`src/rtl/multicycle_main_fsm.sv`:
```
// Main control FSM for a multicycle ARM-subset core: sequences fetch/decode/execute/writeback
// and issues the unconditional write requests that the conditional-write stage later gates.
module multicycle_main_fsm #(
    parameter int ALUC_W = 2
) (
    input  logic              clk,
    input  logic              reset,
    input  logic [1:0]        Op,
    input  logic [5:0]        Funct,
    input  logic [3:0]        Rd,
    output logic              IRWrite,
    output logic              NextPC,
    output logic              AdrSrc,
    output logic              ALUSrcA,
    output logic [1:0]        ALUSrcB,
    output logic [1:0]        ResultSrc,
    output logic [ALUC_W-1:0] ALUControl,
    output logic [1:0]        FlagW,
    output logic              PCS,
    output logic              RegW,
    output logic              MemW,
    output logic              NoWrite
);

    typedef enum logic [3:0] {
        FETCH   = 4'd0,
        DECODE  = 4'd1,
        MEMADR  = 4'd2,
        MEMRD   = 4'd3,
        MEMWB   = 4'd4,
        MEMWR   = 4'd5,
        EXECR   = 4'd6,
        EXECI   = 4'd7,
        ALUWB   = 4'd8,
        BRANCH  = 4'd9,
        UNKNOWN = 4'd10
    } state_t;

    state_t     state;
    state_t     state_nxt;
    logic       branch;
    logic       alu_dec;
    logic       flag_en;
    logic [1:0] alu_op;
    logic       cmd_known;
    logic       cmd_arith;
    logic [3:0] cmd;

    assign cmd = Funct[4:1];

    always_ff @(posedge clk or negedge reset) begin
        if (!reset) begin
            state <= FETCH;
        end else begin
            state <= state_nxt;
        end
    end

    always_comb begin
        state_nxt = FETCH;
        case (state)
            FETCH:  state_nxt = DECODE;
            DECODE: begin
                case (Op)
                    2'b01:   state_nxt = MEMADR;
                    2'b00:   state_nxt = Funct[5] ? EXECI : EXECR;
                    2'b10:   state_nxt = BRANCH;
                    default: state_nxt = UNKNOWN;
                endcase
            end
            MEMADR: state_nxt = Funct[0] ? MEMRD : MEMWR;
            MEMRD:  state_nxt = MEMWB;
            EXECR:  state_nxt = ALUWB;
            EXECI:  state_nxt = ALUWB;
            default: state_nxt = FETCH;
        endcase
    end

    always_comb begin
        IRWrite   = 1'b0;
        NextPC    = 1'b0;
        AdrSrc    = 1'b0;
        ALUSrcA   = 1'b0;
        ALUSrcB   = 2'b00;
        ResultSrc = 2'b00;
        RegW      = 1'b0;
        MemW      = 1'b0;
        branch    = 1'b0;
        alu_dec   = 1'b0;
        flag_en   = 1'b0;
        case (state)
            FETCH: begin
                IRWrite   = 1'b1;
                NextPC    = 1'b1;
                ALUSrcA   = 1'b1;
                ALUSrcB   = 2'b10;
                ResultSrc = 2'b10;
            end
            DECODE: begin
                ALUSrcA   = 1'b1;
                ALUSrcB   = 2'b10;
                ResultSrc = 2'b10;
            end
            MEMADR: ALUSrcB = 2'b01;
            MEMRD:  AdrSrc = 1'b1;
            MEMWB: begin
                ResultSrc = 2'b01;
                RegW      = 1'b1;
            end
            MEMWR: begin
                AdrSrc = 1'b1;
                MemW   = 1'b1;
            end
            EXECR: begin
                ALUSrcB = 2'b00;
                alu_dec = 1'b1;
                flag_en = 1'b1;
            end
            EXECI: begin
                ALUSrcB = 2'b01;
                alu_dec = 1'b1;
                flag_en = 1'b1;
            end
            ALUWB: begin
                RegW    = 1'b1;
                alu_dec = 1'b1;
            end
            BRANCH: begin
                ALUSrcB   = 2'b01;
                ResultSrc = 2'b10;
                branch    = 1'b1;
            end
            default: ;
        endcase
    end

    // Data-processing decode; unrecognised commands fall back to a flagless ADD.
    always_comb begin
        alu_op    = 2'b00;
        cmd_known = 1'b1;
        cmd_arith = 1'b0;
        NoWrite   = 1'b0;
        case (cmd)
            4'b0100: begin alu_op = 2'b00; cmd_arith = 1'b1; end
            4'b0010: begin alu_op = 2'b01; cmd_arith = 1'b1; end
            4'b0000: alu_op = 2'b10;
            4'b1100: alu_op = 2'b11;
            4'b1010: begin alu_op = 2'b01; cmd_arith = 1'b1; NoWrite = alu_dec; end
            default: cmd_known = 1'b0;
        endcase
        if (!alu_dec) begin
            alu_op = 2'b00;
        end
    end

    assign ALUControl = ALUC_W'(alu_op);
    assign FlagW[1]   = flag_en & cmd_known & Funct[0];
    assign FlagW[0]   = flag_en & cmd_known & Funct[0] & cmd_arith;
    assign PCS        = ((Rd == 4'hF) & RegW) | branch;

endmodule

```
`config.mk`:
```
export PLATFORM = sky130hd
export DESIGN_NAME = multicycle_main_fsm
export DESIGN_NICKNAME = d
export VERILOG_FILES = /design/src/rtl/multicycle_main_fsm.sv
export SDC_FILE = /design/constraint.sdc
export NUM_CORES = 1
export LEC_CHECK = 0
export CAP_MARGIN = 20
export CORE_AREA = 2 2 39 41
export DETAILED_ROUTE_END_ITERATION = 10
export DIE_AREA = 0 0 41 43
export DONT_BUFFER_PORTS = 1
export GPL_TIMING_DRIVEN = 0
export MAX_ROUTING_LAYER = met4
export SLEW_MARGIN = 15
export SYNTH_ARGS = -nofsm -noshare
export SYNTH_HDL_FRONTEND = slang
export SYNTH_SLANG_ARGS = --single-unit
```
`constraint.sdc`:
```
create_clock -name clk -period 2.2 [get_ports clk]
set_input_delay 0.44 -clock clk [delete_from_list [all_inputs] [get_ports clk]]
set_output_delay 0.44 -clock clk [all_outputs]
set_load 0.02 [all_outputs]
```
==> impl_metrics.env <==
export IMPL_ios=30
export IMPL_nFillCells=147
export IMPL_cp_top_family="simple AND/OR/NAND/NOR gates"
export IMPL_placed_area_um2=465.4
export IMPL_cts_max_level=1
export IMPL_fin_crit_ns=2.171
export IMPL_clkSinkCount=4
export IMPL_cts_tree="built"
export IMPL_antenna_cells=0
export IMPL_grt_pass1_vias=362
export IMPL_start_util_pct=32.19
export IMPL_fin_skew_ns=0.001630
export IMPL_vias=448
export IMPL_io_buffers=0
export IMPL_worstPathRequired_ns=1.76
export IMPL_cts_made_buffers=3
export IMPL_final_util_pct=40.51
export IMPL_r2r_start="state[0]$_DFF_PN0_"
export IMPL_grt_start_max_net_pins=11
export IMPL_ys_seq_elements=4
export IMPL_setup_violations=0
export IMPL_fmax_ghz=0.4606
export IMPL_routedWlPerCell_um=12.58
export IMPL_gp_congestion=0.7865
export IMPL_clockBufferDepth=2
export IMPL_final_period_utilization_pct=98.68
export IMPL_rsz0062_at_grt="true"
export IMPL_r2r_slack_ns=0.91
export IMPL_synth_xor_area_share_pct=3.933
export IMPL_area_growth_pct=25.84
export IMPL_core_area_um2=1384
export IMPL_chipWidth_um=41
export IMPL_post_synth_inst_count=63
export IMPL_synth_top_family_by_area="simple AND/OR/NAND/NOR gates"
export IMPL_worst_path_max_fanout=4
export IMPL_root_buffer="clkbuf_4"
export IMPL_fin_nets=84
export IMPL_hp_start="Funct[0]"
export IMPL_critical_path_arrival_ns=1.73
export IMPL_drive_above_1_share_pct=27.94
export IMPL_synthSimpleGateAreaFrac_pct=37.64
export IMPL_cp_end_kind="output pin"
export IMPL_synthMuxAreaShare_pct=0
export IMPL_via_per_inst=5.333
export IMPL_netlist_area_um2=445.4
export IMPL_largest_register="state"
export IMPL_holdPathEnd="state[1]$_DFF_PN0_"
export IMPL_largest_reg_flops=4
export IMPL_grt_pass1_wl_um=1552
export IMPL_clk_pin_slew_ns=0.03
export IMPL_clock_latency_ns=0.23
export IMPL_drv_cap=0
export IMPL_fin_area_um2=560.5
export IMPL_synth_cell_types=25
export IMPL_drc=0
export IMPL_setup_tns_ns=0
export IMPL_grt_antenna_before_repair=0
export IMPL_grt_ovfl_total=0
export IMPL_timing_rr_end="state[1]$_DFF_PN0_"
export IMPL_p_leak_uw=0.0002115
export IMPL_crit_cells=4
export IMPL_holdPathStages=2
export IMPL_tightestPinTransition_ns=0.7042
export IMPL_worst_ir_drop_vdd_uv=721.4
export IMPL_slowest_stage="or4b_1"
export IMPL_yosysWarnings=0
export IMPL_path_buf_inv=1
export IMPL_top_regs="state x4"
export IMPL_drv_slew=0
export IMPL_die_y_um=43
export IMPL_power_density_nw_per_um2=1434
export IMPL_rows=14
export IMPL_die_area_um2=1763
export IMPL_synth_net_count=77
export IMPL_outcome="finished clean"
export IMPL_firstDrtPassIters=3
export IMPL_place_inst=79
export IMPL_yosysSeqAreaShare_pct=22.47
export IMPL_cp_start_kind="register"
export IMPL_rr_worst_depth=4
export IMPL_hold_viol_final=0
export IMPL_worstHoldPathType="in -> reg"
export IMPL_final_instance_count_excl_fill=84
export IMPL_maxSlewHeadroom_pct=52.77
export IMPL_synthAdderAreaFrac_pct=0
export IMPL_synth_compound_area_share_pct=23.60
export IMPL_avgSynthCellArea_um2=7.070
export IMPL_wl_um=1057
export IMPL_grt_usage_pct=12.95
export IMPL_critical_path_class="reg -> out"
export IMPL_drt_initial_drc_count=6
export IMPL_hold_ws_ns=0.3545
export IMPL_dp_final_hpwl_um=779.6
export IMPL_max_stage_delay_ns=0.49
export IMPL_ant_nets=0
export IMPL_cp_cell_sequence="buf_6, or4b_1, a21o_1, nor3_4"
## metrics by stage
stage	power [µW]	setup slack, ns
final	803.7	0.02894
after detailed placement	645.7	-0.007706
after global routing	871.5	-0.07087
after global placement	643.6	0.001843
after CTS	768.0	-0.02864
after floorplan	587.4	0.07639
## timing repair
action                                 CTS  global route
pin swaps                                0             4
endpoints found under the hold margin    4             0
hold buffers                             1             0
setup endpoints to repair                6             9
buffers inserted                         0             2
gates resized for setup                  3             8
## cell usage after synthesis
master    n  area share [%]
nor3_2    1             2.2
a22o_1    1             2.0
clkbuf_1  2             1.7
o21ai_0   4             4.5
inv_1     3             2.5
nor2_1    8             6.7
nand2b_1  2             2.8
dfrtp_1   4              22
nand2_1   3             2.5
a41oi_1   1             2.0
nor2b_1   4             5.6
nor3_1    6             6.7
a21o_1    1             1.7
a211oi_1  3             5.1
buf_2     2             2.2
nand3b_1  2             3.4
xnor2_1   1             2.0
or2_2     1             1.4
or4b_1    2             4.5
buf_6     1             2.5
or2b_1    1             1.7
o21a_1    1             1.7
buf_4     2             3.4
a21oi_1   6             6.7
xor2_1    1             2.0
## final cells by class
class | instances | area (µm²) | area share [%]
Tap cell | 16 | 20.02 | 3.571
Clock buffer | 3 | 22.52 | 4.018
Sequential cell | 4 | 100.1 | 17.86
Timing Repair Buffer | 3 | 25.02 | 4.464
Multi-Input combinational cell | 49 | 337.8 | 60.27
Inverter | 3 | 11.26 | 2.009
Buffer | 6 | 43.79 | 7.812
## where the power goes
part | switching [µW] | internal, µW
Sequential | 12.6 | 105
Clock | 28.5 | 60.9
Combinational | 393 | 204
## cell usage in the layout, fill, tap and decap left out, types with 3 or more instances in the layout
cell      count
nor2b_1       4
nand2_1       3
clkbuf_4      3
dfrtp_1       4
nor3_1        4
nor2_1        5
nor2_2        3
inv_1         3
o21ai_0       4
a21oi_1       6
buf_4         3
## layer usage
| layer | part of all wire, % | GRT usage [%] | up-vias |
|---|---|---|---|
| li1 | - | - | 229 |
| met1 | 45 | 18.09 | 189 |
| met2 | 44 | 17.81 | 28 |
| met3 | 9.9 | 2.094 | 2 |
| met4 | 1.5 | 6.000 | 0 |
| met5 | 0 | - | - |
## kinds of logic (layout without fill, tap and decap cells)
family / count (synthesis) / count (layout)
buffers and inverters: 10 / 15
AO/OA/AOI/OAI: 17 / 17
XOR/XNOR: 2 / 2
flip-flops: 4 / 4
AND/OR/NAND/NOR: 30 / 30
## how the worst max path moves through the flow
| stage | start | to | slack (ns) |
|---|---|---|---|
| after floorplan | state[3]$_DFF_PN0_ | NextPC | 0.08 |
| after global placement | state[3]$_DFF_PN0_ | NextPC | 0.002 |
| after detailed placement | state[3]$_DFF_PN0_ | NextPC | -0.008 |
| after CTS | state[1]$_DFF_PN0_ | ALUControl[1] | -0.03 |
| after global routing | state[0]$_DFF_PN0_ | MemW | -0.07 |
| final | state[1]$_DFF_PN0_ | ALUControl[1] | 0.03 |
No activity file was read; power rests on OpenSTA's default activity.
